`config.mk`:
```
export PLATFORM = sky130hd
export DESIGN_NAME = song_player_ctrl_flat
export DESIGN_NICKNAME = d
export VERILOG_FILES = /design/src/rtl/song_player_ctrl_if.sv /design/src/rtl/song_player_ctrl.sv /design/src/flat_wrapper.sv
export SDC_FILE = /design/constraint.sdc
export NUM_CORES = 1
export LEC_CHECK = 0
export CAP_MARGIN = 30
export CORE_ASPECT_RATIO = 2
export CORE_MARGIN = 1
export CORE_UTILIZATION = 46
export CTS_BUF_LIST = sky130_fd_sc_hd__clkbuf_4
export CTS_CLUSTER_DIAMETER = 120
export DETAILED_ROUTE_END_ITERATION = 8
export GPL_ROUTABILITY_DRIVEN = 1
export PLACE_DENSITY = 0.69
export SLEW_MARGIN = 40
export SYNTH_ARGS = -nofsm -noshare
export SYNTH_HDL_FRONTEND = slang
export SYNTH_SLANG_ARGS = --single-unit
```
`constraint.sdc`:
```
create_clock -name clk -period 8.5 [get_ports clk]
set_input_delay 1.7 -clock clk [delete_from_list [all_inputs] [get_ports clk]]
set_output_delay 1.7 -clock clk [all_outputs]
set_load 0.01 [all_outputs]
```
`src/rtl/song_player_ctrl_if.sv`:
```
// Song ROM bus: the player drives address/song select, the ROM answers
// combinationally with the note and its duration.
interface song_player_ctrl_if #(
    parameter int ADDR_W = 9,
    parameter int DUR_W  = 32
);
    logic [ADDR_W-1:0] rom_address;
    logic [3:0]        rom_song;
    logic [3:0]        rom_note;
    logic [DUR_W-1:0]  rom_duration;

    modport master (
        output rom_address,
        output rom_song,
        input  rom_note,
        input  rom_duration
    );

    modport slave (
        input  rom_address,
        input  rom_song,
        output rom_note,
        output rom_duration
    );
endinterface

```
`src/rtl/song_player_ctrl.sv`:
```
// Song sequencer: steps the song ROM, times each note from its duration
// field, inserts a silent gap between notes, and handles pause/stop/loop.
module song_player_ctrl #(
    parameter int ADDR_W     = 9,
    parameter int DUR_W      = 32,
    parameter int GAP_CYCLES = 100_000
) (
    input  logic                  clk,
    input  logic                  rst_n,
    song_player_ctrl_if.master    rom,
    input  logic                  start,
    input  logic                  stop,
    input  logic                  pause,
    input  logic                  loop_en,
    input  logic [3:0]            song_sel,
    output logic [3:0]            note_out,
    output logic                  note_valid,
    output logic                  playing,
    output logic                  done
);

    localparam int GAP_W = (GAP_CYCLES > 2) ? $clog2(GAP_CYCLES) : 1;
    localparam logic [GAP_W-1:0] GAP_LOAD =
        GAP_W'((GAP_CYCLES > 0) ? GAP_CYCLES - 1 : 0);

    typedef enum logic [2:0] {
        IDLE,
        FETCH,
        PLAY,
        GAP,
        DONE
    } state_t;

    state_t            state_reg;
    logic [ADDR_W-1:0] addr_reg;
    logic [3:0]        song_reg;
    logic [3:0]        note_reg;
    logic [DUR_W-1:0]  dur_cnt_reg;
    logic [GAP_W-1:0]  gap_cnt_reg;
    logic              done_reg;

    // Where "advance to the next note" lands; shared by PLAY (no gap) and GAP.
    logic [ADDR_W-1:0] adv_addr_next;
    state_t            adv_state_next;

    always_comb begin
        adv_addr_next  = addr_reg;
        adv_state_next = FETCH;
        if (addr_reg != {ADDR_W{1'b1}}) begin
            adv_addr_next = addr_reg + ADDR_W'(1);
        end else if (loop_en) begin
            adv_addr_next = '0;
        end else begin
            adv_state_next = DONE;
        end
    end

    always_ff @(posedge clk or negedge rst_n) begin
        if (!rst_n) begin
            state_reg   <= IDLE;
            addr_reg    <= '0;
            song_reg    <= '0;
            note_reg    <= '0;
            dur_cnt_reg <= '0;
            gap_cnt_reg <= '0;
            done_reg    <= 1'b0;
        end else begin
            done_reg <= 1'b0;
            if (stop) begin
                state_reg <= IDLE;
                note_reg  <= '0;
                addr_reg  <= '0;
            end else begin
                case (state_reg)
                    IDLE: begin
                        if (start) begin
                            song_reg  <= song_sel;
                            addr_reg  <= '0;
                            state_reg <= FETCH;
                        end
                    end
                    FETCH: begin
                        // ROM outputs have settled for the current address by now.
                        if (rom.rom_duration != '0) begin
                            note_reg    <= rom.rom_note;
                            dur_cnt_reg <= rom.rom_duration - DUR_W'(1);
                            state_reg   <= PLAY;
                        end else if ((addr_reg != '0) && loop_en) begin
                            addr_reg <= '0;
                        end else begin
                            state_reg <= DONE;
                            done_reg  <= 1'b1;
                        end
                    end
                    PLAY: begin
                        if (!pause) begin
                            if (dur_cnt_reg != '0) begin
                                dur_cnt_reg <= dur_cnt_reg - DUR_W'(1);
                            end else begin
                                note_reg <= '0;
                                if (GAP_CYCLES > 0) begin
                                    gap_cnt_reg <= GAP_LOAD;
                                    state_reg   <= GAP;
                                end else begin
                                    addr_reg  <= adv_addr_next;
                                    state_reg <= adv_state_next;
                                    done_reg  <= (adv_state_next == DONE);
                                end
                            end
                        end
                    end
                    GAP: begin
                        if (!pause) begin
                            if (gap_cnt_reg != '0) begin
                                gap_cnt_reg <= gap_cnt_reg - GAP_W'(1);
                            end else begin
                                addr_reg  <= adv_addr_next;
                                state_reg <= adv_state_next;
                                done_reg  <= (adv_state_next == DONE);
                            end
                        end
                    end
                    DONE: begin
                        addr_reg  <= '0;
                        state_reg <= IDLE;
                    end
                    default: begin
                        state_reg <= IDLE;
                    end
                endcase
            end
        end
    end

    assign rom.rom_address = addr_reg;
    assign rom.rom_song    = song_reg;

    // Pause mutes the output without disturbing the held note.
    assign note_out   = ((state_reg == PLAY) && !pause) ? note_reg : 4'd0;
    assign note_valid = (note_out != 4'd0);
    assign playing    = (state_reg == FETCH) || (state_reg == PLAY) || (state_reg == GAP);
    assign done       = done_reg;

endmodule

```
`src/flat_wrapper.sv`:
```
// flat-port wrapper written by rule: the top's interface ports become plain ports
module song_player_ctrl_flat 
#(
    parameter int ADDR_W     = 9,
    parameter int DUR_W      = 32,
    parameter int GAP_CYCLES = 100_000
)
  (clk, rst_n, start, stop, pause, loop_en, song_sel, note_out, note_valid, playing, done, rom_rom_address, rom_rom_song, rom_rom_note, rom_rom_duration);
  song_player_ctrl_if #(.ADDR_W(ADDR_W), .DUR_W(DUR_W)) rom_i ();
  input  logic clk;
  input  logic rst_n;
  input  logic start;
  input  logic stop;
  input  logic pause;
  input  logic loop_en;
  input  logic [3:0] song_sel;
  output logic [3:0] note_out;
  output logic note_valid;
  output logic playing;
  output logic done;
  output wire logic [$bits(rom_i.rom_address)-1:0] rom_rom_address;
  output wire logic [$bits(rom_i.rom_song)-1:0] rom_rom_song;
  input wire logic [$bits(rom_i.rom_note)-1:0] rom_rom_note;
  input wire logic [$bits(rom_i.rom_duration)-1:0] rom_rom_duration;
  assign rom_rom_address = rom_i.rom_address;
  assign rom_rom_song = rom_i.rom_song;
  assign rom_i.rom_note = rom_rom_note;
  assign rom_i.rom_duration = rom_rom_duration;
  song_player_ctrl #(.ADDR_W(ADDR_W), .DUR_W(DUR_W), .GAP_CYCLES(GAP_CYCLES)) u_core (.clk(clk), .rst_n(rst_n), .rom(rom_i), .start(start), .stop(stop), .pause(pause), .loop_en(loop_en), .song_sel(song_sel), .note_out(note_out), .note_valid(note_valid), .playing(playing), .done(done));
endmodule
```
### Yosys cells after proc, flatten, opt, wreduce, memory -nomap -nowiden

Cells that the tools add are included.
Widths: inputs -> output; s select.

* flip-flop bits (word level): 70

* add/subtract/negate cells: 4
* equal/unequal tests: 22
* multiplexer cells: 41
* bitwise operators: 1
* reductions and logical operators: 21

Operators with widths (number)
* $mux 32: 3
* $mux 9: 8
* $mux 17: 4
* $pmux 32 s2: 1
* $reduce_bool 32->1: 2
* $sub 32x1->32 const B: 2
* $pmux 9 s4: 1
* $pmux 17 s2: 1
* $mux 3: 10
* $mux 4: 5
* $ne 3x3->1 const B: 6
* $reduce_bool 17->1: 1
* $sub 17x1->17 const B: 1
* $pmux 3 s4: 1
* $reduce_and 6->1: 2
* $add 9x1->9 const B: 1
* $ne 9x9->1 const B: 1
* $reduce_bool 9->1: 1
* $ne 4x3->1 const B: 2
* $pmux 4 s2: 1
* $reduce_and 7->1: 1
* $eq 3x2->1 const B: 2
* $eq 3x3->1 const B: 2
* $ne 2x1->1 const B: 3
* 17 further kinds: 27

### Depth between registers and ports, before layout

* word-level depth: 7
* depth in mapped cells: 13
* gate-level depth less buffers: 11

### Least setup slack after synthesis

OpenSTA, ideal clock, no wires.

* path kind: input to output
* start point: input port pause
* end point: output port note_valid
* arrival time: 2.885 ns
* data required time: 6.800 ns
* path slack: 3.915 ns
* stages: 4
* buffers on the path: 1
* path through: clkbuf_1 nor2_1 and2_1 or4_1

* longest elaborated chain between the ends: 4

RTL lines
* start: declaration: RTL line flat_wrapper.sv:14 `input logic pause;`
* $logic_not 1->1
* $logic_and 1x1->1: RTL line song_player_ctrl.sv:139 `assign note_out = ((state_reg == PLAY) && !pause) ? note_reg : 4'd0;`
* $mux 4: RTL line song_player_ctrl.sv:139
* via note_out[2]: RTL line flat_wrapper.sv:17 `output logic [3:0] note_out;`
* $reduce_bool 4->1: RTL line song_player_ctrl.sv:140 `assign note_valid = (note_out != 4'd0);`
* end: declaration: RTL line flat_wrapper.sv:18 `output logic note_valid;`

The timed path passes the listed nets, and every way through them passes these cells.

### Worst setup path after layout

* start point: input port pause
* end point: output port note_valid

* longest elaborated chain between the ends: 4

RTL lines (RTL line)
* $logic_not 1->1
* $logic_and 1x1->1: song_player_ctrl.sv:139
* $mux 4: song_player_ctrl.sv:139
* $reduce_bool 4->1: song_player_ctrl.sv:140

No other way between the ends.

==> flow_summary_export.csv <==
group,metric,value,unit
synth,synthArstFlopShare,100,%
synth,ys_seq_elements,70,
synth,yosysTopAreaCell,"dfrtp_1",
clocking,cts_root_buf,"clkbuf_4",
critical_path,crit_top_cell,"clkdlybuf4s50_1",
sta,fmax,185,MHz
synth,mappedNetlistArea,0.00494,sq mm
detailed_routing,drc,0,
synth,syn_nets,671,
synth,ys_seq_area_share,35.4,%
clocking,clkTransAtPathRegs,0.12,ns
clocking,cts_resized,0,
critical_path,critPathRequiredTime,6.80,ns
hold_path,hold_depth,1,
sta,slew_headroom,43.8,%
detailed_routing,drtAntennaViolNets,0,
finish,drive_above_1_share,8.58,%
sta,finalCritPeriodShare,63.7,%
sta,maxSlewViolCount,0,
clocking,clk_path_buf_depth,2,
finish,multiInputGateArea,0.00306,sq mm
detailed_routing,viasPerCell,6.20,
synth,synthFlopType,"dfrtp_1",
place,place_congestion,0.897,
clocking,cts_sinks,70,
detailed_routing,wl,13900,microns
place,place_hpwl,10100,microns
critical_path,path_max_fanout,8,
floorplanning,core-area,0.0105,sq mm
critical_path,crit_chain,"clkdlybuf4s50_1, nor2_1, and2_1, or4_1, clkdlybuf4s50_1",
critical_path,slowest_stage,"clkdlybuf4s50_1",
grt,grt_pass1_wl,23200,microns
sta,tightest_slew,0.837,ns
finish,ff_latch_area,0.00175,sq mm
synth,avgSynthCellArea,7.97,sq um
floorplanning,row_count,53,
synth,synth.top_cell.area_share,35.4,%
critical_path,crit_type,"input port to output pin",
finish,largest_reg_flops,32,
hold_path,hp-class,"register to register",
critical_path,crit_arrival,3.72,ns
detailed_routing,drt_iter0_drc,394,
critical_path,cp-end-kind,"output pin",
synth,synth_cell_type_count,62,
detailed_routing,dr_wl_met3,507,microns
critical_path,crit_path_max_incr_delay,0.67,ns
floorplanning,start_util,47.2,%
sta,period_minus_slack,5.42,ns
clocking,worstSkewPairLatency,0.45,ns
critical_path,start_kind,"input port",
finish,nets,722,
floorplanning,die_y,149,microns
status,run_status,"finished clean",
grt,grt_pass1_vias,4994,
critical_path,ff2ff_path_depth,11,
synth,synth_edf_count,0,
pwr,p_leak,2.30,nW
sta,fin_worst_skew,0.0124,ns
grt,antenna_found_initial,1,
place,port_buffers,65,
floorplanning,die_w,75.3,microns
clocking,hold_buffers,0,
clocking,cts_buffers,9,
synth,synth_cells,620,
synth,yosys_warnings,0,
detailed_routing,route.met2.wl,7820,microns
finish,fillerInstances,1033,
pwr,ir_worst_vdd,0.181,mV
pwr,powerDensity,263,mW/mm^2
floorplanning,die_area,0.0112,sq mm
sta,setup_viol,0,
clocking,post_cts_buffers,0,
detailed_routing,drt-met1-wl,5120,microns
sta,fin_tns_setup,0,ns
flow_run,drv_cap,0,
grt,track_usage,26.8,%
floorplanning,ios,66,
pwr,power.total,1.55,mW
detailed_routing,wl_per_cell,17.1,microns
sta,rsz0062_at_grt,"no",
clocking,cts_tree,"yes",
grt,grt_max_degree,78,
sta,hold_viol,0,
detailed_routing,drtPass1Iterations,5,
detailed_routing,via_count,5048,
detailed_routing,top_layer,"met4",
synth,yosys-top-cells-area,"dfrtp_1 35%, nand2_1 6.8%, nor2_1 4.9%",
finish,areaGrowthSynthToFinish,19.1,%
clocking,cts_max_level,3,
grt,grt_overflow,0,
[report_power, final]
group	internal, mW	switching [mW]	leakage (nW)	total [mW]
clock network	0.120	0.137	0.0861	0.257
registers	0.453	0.159	0.875	0.611
logic	0.276	0.402	1.34	0.679
[critical path, delay by kind of cell]
family                 cells  cell delay [ns]
buffers and inverters      2             1.16
and+or+nand+nor            3             0.86
[synthesized netlist by cell type, drive strengths merged, types with 5 or more instances]
master and instances:
a21oi 40, a221o 6, a31oi 6, and2 5
and3 5, clkbuf 28, dfrtp 70, ha 5
inv 9, mux2 11, mux2i 12, nand2 89
nand2b 11, nand3 32, nand4 9, nor2 65
nor3 35, nor3b 6, nor4 13, o2111ai 7
o211ai 14, o21ai 36, o31ai 11, o32ai 5
or2 5, or3 10, or4 16, xor2 7
[layout by cell type (no fill, tap or decap), drive strengths merged, types with 5 or more instances in the layout]
| cell | instances |
|---|---|
| and3 | 5 |
| buf | 8 |
| o32ai | 5 |
| or4 | 16 |
| a221o | 6 |
| nand4 | 9 |
| o21ai | 36 |
| ha | 5 |
| o211ai | 14 |
| nor3b | 6 |
| and2 | 5 |
| mux2 | 11 |
| clkbuf | 9 |
| o2111ai | 7 |
| xor2 | 7 |
| nand2 | 89 |
| or3 | 10 |
| inv | 9 |
| dfrtp | 70 |
| mux2i | 12 |
| nand2b | 11 |
| or2 | 5 |
| nor3 | 35 |
| clkdlybuf4s50 | 64 |
| o31ai | 11 |
| nor4 | 13 |
| nor2 | 65 |
| a31oi | 6 |
| nand3 | 32 |
| a21oi | 40 |
[final timing paths]
kind | from | end | slack, ns
worst max-delay path | pause | note_valid | 3.08
worst min-delay path | u_core.rom.rom_song[0]$_DFFE_PN0P_ | u_core.rom.rom_song[0]$_DFFE_PN0P_ | 0.53
worst max register to register | u_core.state_reg[1]$_DFFE_PN0P_ | u_core.dur_cnt_reg[28]$_DFFE_PN0P_ | 4.45
worst min register to register | u_core.rom.rom_song[0]$_DFFE_PN0P_ | u_core.rom.rom_song[0]$_DFFE_PN0P_ | 0.53
max in group asynchronous | rst_n | u_core.dur_cnt_reg[26]$_DFFE_PN0P_ | 6.67
min in group asynchronous | rst_n | u_core.rom.rom_address[4]$_DFFE_PN0P_ | 1.35
[per-stage QoR]
stage | area, sq um | std cells | worst slack (ns) | hold WS, ns | util (%)
6_report | 5890 | 814 | 3.08 | 0.527 | 56.2
2_1_floorplan | 4940 | 620 | 3.91 | 0.458 | -
3_5_place_dp | 5710 | 797 | 3.08 | 0.487 | 54.5
4_1_cts | 5880 | 813 | 3.08 | 0.519 | 56.1
3_3_place_gp | 5700 | 797 | 3.13 | 0.473 | 54.4
5_1_grt | 5890 | 814 | 2.96 | 0.556 | 56.2
[area by class of cell]
type                       instances  share of cell area, %
antenna                            1                 0.0425
clock buffer                       9                   1.15
clock inverter                     7                   1.68
inverter                           9                  0.574
multi-input combinational        509                   52.0
sequential                        70                   29.7
tap                              137                   2.91
timing repair buffer              72                   11.9
[kinds of logic (layout without fill, tap and decap cells)]
family	after synthesis	in the layout	share of synthesized area, %
DFF	70	70	35.4
and+or+nand+nor	316	316	32.2
AOI/OAI and AO/OA	157	157	21.6
muxes	23	23	4.94
adders and majority gates	5	5	1.27
buffers and inverters	41	97	3.14
xor gates and xnor gates	8	8	1.42
other	0	1	0
[routing by layer]
metal  vias to the layer above  GRT usage [%]
met5                         -              0
met4                         0           13.8
met3                        39           3.93
met2                       160           48.8
met1                      2433           28.5
li1                       2416              -
Power figures use the tool's default switching activity.
